===== config.mk =====
export PLATFORM = sky130hd
export DESIGN_NAME = spart_rx_flat
export DESIGN_NICKNAME = d
export VERILOG_FILES = /design/src/rtl/spart_rx_if.sv /design/src/rtl/spart_rx.sv /design/src/flat_wrapper.sv
export SDC_FILE = /design/constraint.sdc
export NUM_CORES = 1
export LEC_CHECK = 0
export ABC_AREA = 0
export CAP_MARGIN = 20
export CORE_MARGIN = 8
export CORE_UTILIZATION = 45
export CTS_CLUSTER_DIAMETER = 150
export DETAILED_ROUTE_END_ITERATION = 8
export PLACE_DENSITY = 0.68
export SYNTH_ARGS = -nofsm -noshare
export SYNTH_HDL_FRONTEND = slang
export SYNTH_SLANG_ARGS = --single-unit

===== constraint.sdc =====
create_clock -name clk -period 3.37 [get_ports clk]
set_input_delay 0.8425 -clock clk [delete_from_list [all_inputs] [get_ports clk]]
set_output_delay 0.8425 -clock clk [all_outputs]
set_load 0.02 [all_outputs]

===== src/rtl/spart_rx_if.sv =====
// rtl/spart_rx_if.sv - serial receive line, oversample tick and receive-buffer status bundle
interface spart_rx_if #(
    parameter int DATA_BITS = 8
);
    logic                 rx_enable;
    logic                 rxd;
    logic                 rd_data;
    logic [DATA_BITS-1:0] rx_data;
    logic                 rda;
    logic                 frame_err;
    logic                 overrun;

    modport master (
        output rx_enable,
        output rxd,
        output rd_data,
        input  rx_data,
        input  rda,
        input  frame_err,
        input  overrun
    );

    modport slave (
        input  rx_enable,
        input  rxd,
        input  rd_data,
        output rx_data,
        output rda,
        output frame_err,
        output overrun
    );
endinterface


===== src/rtl/spart_rx.sv =====
// rtl/spart_rx.sv - 8N1 serial receiver with mid-bit sampling, framing error and overrun status
module spart_rx #(
    parameter int DATA_BITS  = 8,
    parameter int OVERSAMPLE = 16
) (
    input  logic      clk,
    input  logic      rst,
    spart_rx_if.slave bus
);
    localparam int TW = $clog2(OVERSAMPLE);
    localparam int BW = $clog2(DATA_BITS + 1);
    localparam logic [TW-1:0] HALF_LAST = TW'(OVERSAMPLE / 2 - 1);
    localparam logic [TW-1:0] FULL_LAST = TW'(OVERSAMPLE - 1);
    localparam logic [BW-1:0] LAST_BIT  = BW'(DATA_BITS - 1);

    typedef enum logic [2:0] {
        IDLE,
        START,
        DATA,
        STOP,
        BRK_WAIT
    } state_t;

    state_t               state;
    logic [TW-1:0]        tick_cnt;
    logic [BW-1:0]        bit_cnt;
    logic [DATA_BITS-1:0] shift;
    logic [DATA_BITS-1:0] rx_data;
    logic                 rda;
    logic                 frame_err;
    logic                 overrun;
    logic                 rxd_m;
    logic                 rxd_s;

    assign bus.rx_data   = rx_data;
    assign bus.rda       = rda;
    assign bus.frame_err = frame_err;
    assign bus.overrun   = overrun;

    // Flops reset to the idle (high) line level so reset release never looks like a start bit.
    always_ff @(posedge clk or negedge rst) begin
        if (!rst) begin
            rxd_m <= 1'b1;
            rxd_s <= 1'b1;
        end else begin
            rxd_m <= bus.rxd;
            rxd_s <= rxd_m;
        end
    end

    always_ff @(posedge clk or negedge rst) begin
        if (!rst) begin
            state     <= IDLE;
            tick_cnt  <= '0;
            bit_cnt   <= '0;
            shift     <= '0;
            rx_data   <= '0;
            rda       <= 1'b0;
            frame_err <= 1'b0;
            overrun   <= 1'b0;
        end else begin
            if (bus.rd_data) begin
                rda       <= 1'b0;
                frame_err <= 1'b0;
                overrun   <= 1'b0;
            end

            case (state)
                IDLE: begin
                    if (bus.rx_enable && !rxd_s) begin
                        state    <= START;
                        tick_cnt <= '0;
                    end
                end

                START: begin
                    if (bus.rx_enable) begin
                        if (tick_cnt == HALF_LAST) begin
                            tick_cnt <= '0;
                            bit_cnt  <= '0;
                            state    <= rxd_s ? IDLE : DATA;
                        end else begin
                            tick_cnt <= tick_cnt + 1'b1;
                        end
                    end
                end

                DATA: begin
                    if (bus.rx_enable) begin
                        if (tick_cnt == FULL_LAST) begin
                            tick_cnt <= '0;
                            shift    <= {rxd_s, shift[DATA_BITS-1:1]};
                            bit_cnt  <= bit_cnt + 1'b1;
                            if (bit_cnt == LAST_BIT) begin
                                state <= STOP;
                            end
                        end else begin
                            tick_cnt <= tick_cnt + 1'b1;
                        end
                    end
                end

                STOP: begin
                    if (bus.rx_enable) begin
                        if (tick_cnt == FULL_LAST) begin
                            // Completion overrides a same-cycle read clear.
                            tick_cnt  <= '0;
                            rx_data   <= shift;
                            rda       <= 1'b1;
                            frame_err <= !rxd_s;
                            if (bus.rd_data) begin
                                overrun <= 1'b0;
                            end else if (rda) begin
                                overrun <= 1'b1;
                            end
                            state <= rxd_s ? IDLE : BRK_WAIT;
                        end else begin
                            tick_cnt <= tick_cnt + 1'b1;
                        end
                    end
                end

                BRK_WAIT: begin
                    if (rxd_s) begin
                        state <= IDLE;
                    end
                end

                default: begin
                    state <= IDLE;
                end
            endcase
        end
    end
endmodule


===== src/flat_wrapper.sv =====
// flat-port wrapper written by rule: the top's interface ports become plain ports
module spart_rx_flat 
#(
    parameter int DATA_BITS  = 8,
    parameter int OVERSAMPLE = 16
)
  (clk, rst, bus_rx_enable, bus_rxd, bus_rd_data, bus_rx_data, bus_rda, bus_frame_err, bus_overrun);
  spart_rx_if #(.DATA_BITS(DATA_BITS)) bus_i ();
  input  logic clk;
  input  logic rst;
  input wire logic [$bits(bus_i.rx_enable)-1:0] bus_rx_enable;
  input wire logic [$bits(bus_i.rxd)-1:0] bus_rxd;
  input wire logic [$bits(bus_i.rd_data)-1:0] bus_rd_data;
  output wire logic [$bits(bus_i.rx_data)-1:0] bus_rx_data;
  output wire logic [$bits(bus_i.rda)-1:0] bus_rda;
  output wire logic [$bits(bus_i.frame_err)-1:0] bus_frame_err;
  output wire logic [$bits(bus_i.overrun)-1:0] bus_overrun;
  assign bus_i.rx_enable = bus_rx_enable;
  assign bus_i.rxd = bus_rxd;
  assign bus_i.rd_data = bus_rd_data;
  assign bus_rx_data = bus_i.rx_data;
  assign bus_rda = bus_i.rda;
  assign bus_frame_err = bus_i.frame_err;
  assign bus_overrun = bus_i.overrun;
  spart_rx #(.DATA_BITS(DATA_BITS), .OVERSAMPLE(OVERSAMPLE)) u_core (.clk(clk), .rst(rst), .bus(bus_i));
endmodule

==> impl_metrics.ini <==
[place]
dpl.hpwl_mm = 1.68
port_buffers = 15
gp_congestion = 0.819
dpl-instance-area_sq_mm = 0.00155

[synthesis]
synth_top_area_cell = dfrtp_1
ys_seq_area_share_pct = 57.6
avgSynthCellArea_sq_um = 12.1
synth_top_area_share_pct = 53.9
ys_ff_latch = 32
netlist_top_cells_count = dfrtp_1, mux2_2, nand2_1, o21ai_0
synth_area_sq_mm = 0.00139
netlist_top_cells_area = dfrtp_1, mux2_2, dfstp_2, o21ai_0, nand2_1
syn_nets = 122
synth_edf_count = 0
synth.most_common_cell = dfrtp_1
yosysWarnings = 0
synth-main-ff-cell = dfrtp_1
synth_cell_types = 31
async_flop_share_pct = 100
synthCells = 115

[global_route]
grt_max_degree = 33
antenna_found_initial = 0
grt_usage_pct = 10.4
gr-total-overflow = 0
grt_pass1_vias = 931
grt_pass1_wl_mm = 4.18

[route]
vias = 918
drtIter0Drc = 14
drc = 0
antenna_left = 0
met1_length_mm = 1.15
wl_met3_um = 123
wl_per_cell_um = 14.5
wl_mm = 2.41
viasPerCell = 5.53
met2WireLength_mm = 1.10
drtPass1Iterations = 4
highest_layer = met4

[finish]
multi_input_area_sq_um = 537
fin_nets = 139
area_delta_synth_final_pct = 15.9
stdcell_area_sq_mm = 0.00162
final_core_util_pct = 53.8
nFillCells = 264
drive_gt1_share_pct = 22.6
antenna_cells = 0
regArea_sq_um = 803

[clock_tree]
htreeDepth = 2
ctsHoldBuffers = 0
clockBufferDepth = 2
cts_tree = built
clock_sinks = 32
cts.clk_slew.worst_paths_ns = 0.10
cts_resized = 0
cts_buffers = 5
worstSkewPairLatency_ns = 0.33
postCtsSetupBuffers = 0
clk_root_buffer_cell = clkbuf_4

[die]
rows = 20
io_pins = 16
core-area_sq_mm = 0.00300
initial_core_util_pct = 46.4
die_height_um = 71.7
dieArea_sq_mm = 0.00513
die_w_um = 71.7

[outcome]
status = completed

[worst_setup_path]
critical_path_buf_inv_count = 1
crit_arrival_ns = 1.33
critPathLaunchType = flop
slowest_stage = clkdlybuf4s50_1
path_delay_family = buffers and inverters
crit_chain = clkdlybuf4s50_1
critPathKind = flop to primary output
cp.required_ns = 2.53
end_kind = primary output
cpPeakStageDelay_ns = 0.62
cp_max_fo = 2

[power_and_ir_drop]
swShare_pct = 31.7
p_clk_share_pct = 25.1
p_seq_share_pct = 54.9
p_leak_nw = 0.759
total_power_w = 0.000898
p_switching_w = 0.000285
power-per-cell-area_mw_per_mm2 = 556
peakVddDrop_v = 0.000458
combPwrFrac_pct = 20.0
p_int_w = 0.000614

[sta]
drv_slew = 0
hold_violations = 0
rsz0062_at_grt = no
worst_pin_slew_ns = 0.504
finalSetupViolCount = 0
post-route-min-period_ns = 2.18
slew_headroom_pct = 65.9
fmax_mhz = 459
clock_skew_ns = 0.00786
hold_ws_ns = 0.362
period_share_pct = 64.6
tns_ns = 0

[job]
maxCapViolations = 0

[worst_hold_path]
hold_class = flop to flop
registers in the layout (all words and copies together), names as in the netlist:
name                  cells
u_core.bit_cnt            4
u_core.bus.frame_err      1
u_core.bus.overrun        1
u_core.bus.rda            1
u_core.bus.rx_data        8
u_core.rxd_m              1
u_core.rxd_s              1
u_core.shift              8
u_core.state              3
u_core.tick_cnt           4
per-layer routing:
| metal | track usage [%] | vias to the layer above |
|---|---|---|
| met2 | 16.4 | 15 |
| met5 | 0 | - |
| li1 | - | 453 |
| met3 | 4.60 | 5 |
| met4 | 5.44 | 0 |
| met1 | 11.6 | 445 |
cell type report:
cell class                 instances  share of cell area [%]
sequential                        32                    49.7
multi-input combinational         74                    33.2
timing repair buffer              17                    10.2
clock buffer                       6                    3.18
tap                               33                    2.56
clock inverter                     2                   0.620
inverter                           2                   0.465
stage by stage:
step                      cells  worst slack [ns]
after floorplan             115              1.41
after global placement      158             0.971
after detailed placement    158             0.935
after CTS                   166              1.17
after global routing        166              1.15
final                       166              1.19
placed cells by master (no fill, tap or decap):
cell type and instances:
a21o_1 3, a21oi_1 6, a22o_1 1, a311o_1 1
a311oi_1 1, a32o_1 1, and3_1 2, and4bb_2 1
buf_4 2, clkbuf_4 5, clkbuf_8 1, clkdlybuf4s50_1 15
clkinv_2 2, dfrtp_1 30, dfstp_2 2, ha_1 2
inv_1 2, mux2_2 16, mux2i_1 1, nand2_1 9
nand2b_1 1, nand3_1 2, nand4_1 3, nand4b_1 2
nor2_1 6, nor3_1 3, nor4b_1 1, o211ai_1 1
o21ai_0 8, or4_1 1, or4b_2 1, xnor2_1 1
power by group through the flow:
stage / sequential [W] / clock (W) / combinational, W
after floorplan: 0.000460 / 0 / 0.000200
after global placement: 0.000496 / 0 / 0.000176
after detailed placement: 0.000499 / 0 / 0.000180
after CTS: 0.000491 / 0.000235 / 0.000181
after global routing: 0.000501 / 0.000246 / 0.000206
final: 0.000493 / 0.000225 / 0.000180
cell families after synthesis:
logic type                 after synthesis  share of synthesized area [%]
xor gates and xnor gates                 1                          0.628
and+or+nand+nor                         32                           12.6
buffers and inverters                    9                           3.86
adders and majority gates                2                           1.80
muxes                                   17                           13.6
DFF                                     32                           57.6
AOI/OAI and AO/OA                       22                           9.87
worst paths after layout:
kind                                       to  cells after the start                  from  slack [ns]
setup reg to reg           u_core.tick_cnt[3]                      4       u_core.state[1]        1.64
setup / recovery                bus_frame_err                      1  u_core.bus.frame_err        1.19
min in group asynchronous   u_core.bit_cnt[3]                      2                   rst        0.90
max in group asynchronous        u_core.rxd_m                      2                   rst        2.14
hold reg to reg                  u_core.rxd_s                      0          u_core.rxd_m        0.36
hold / removal                   u_core.rxd_s                      0          u_core.rxd_m        0.36
Note: power is estimated with default switching activity, not from simulation.
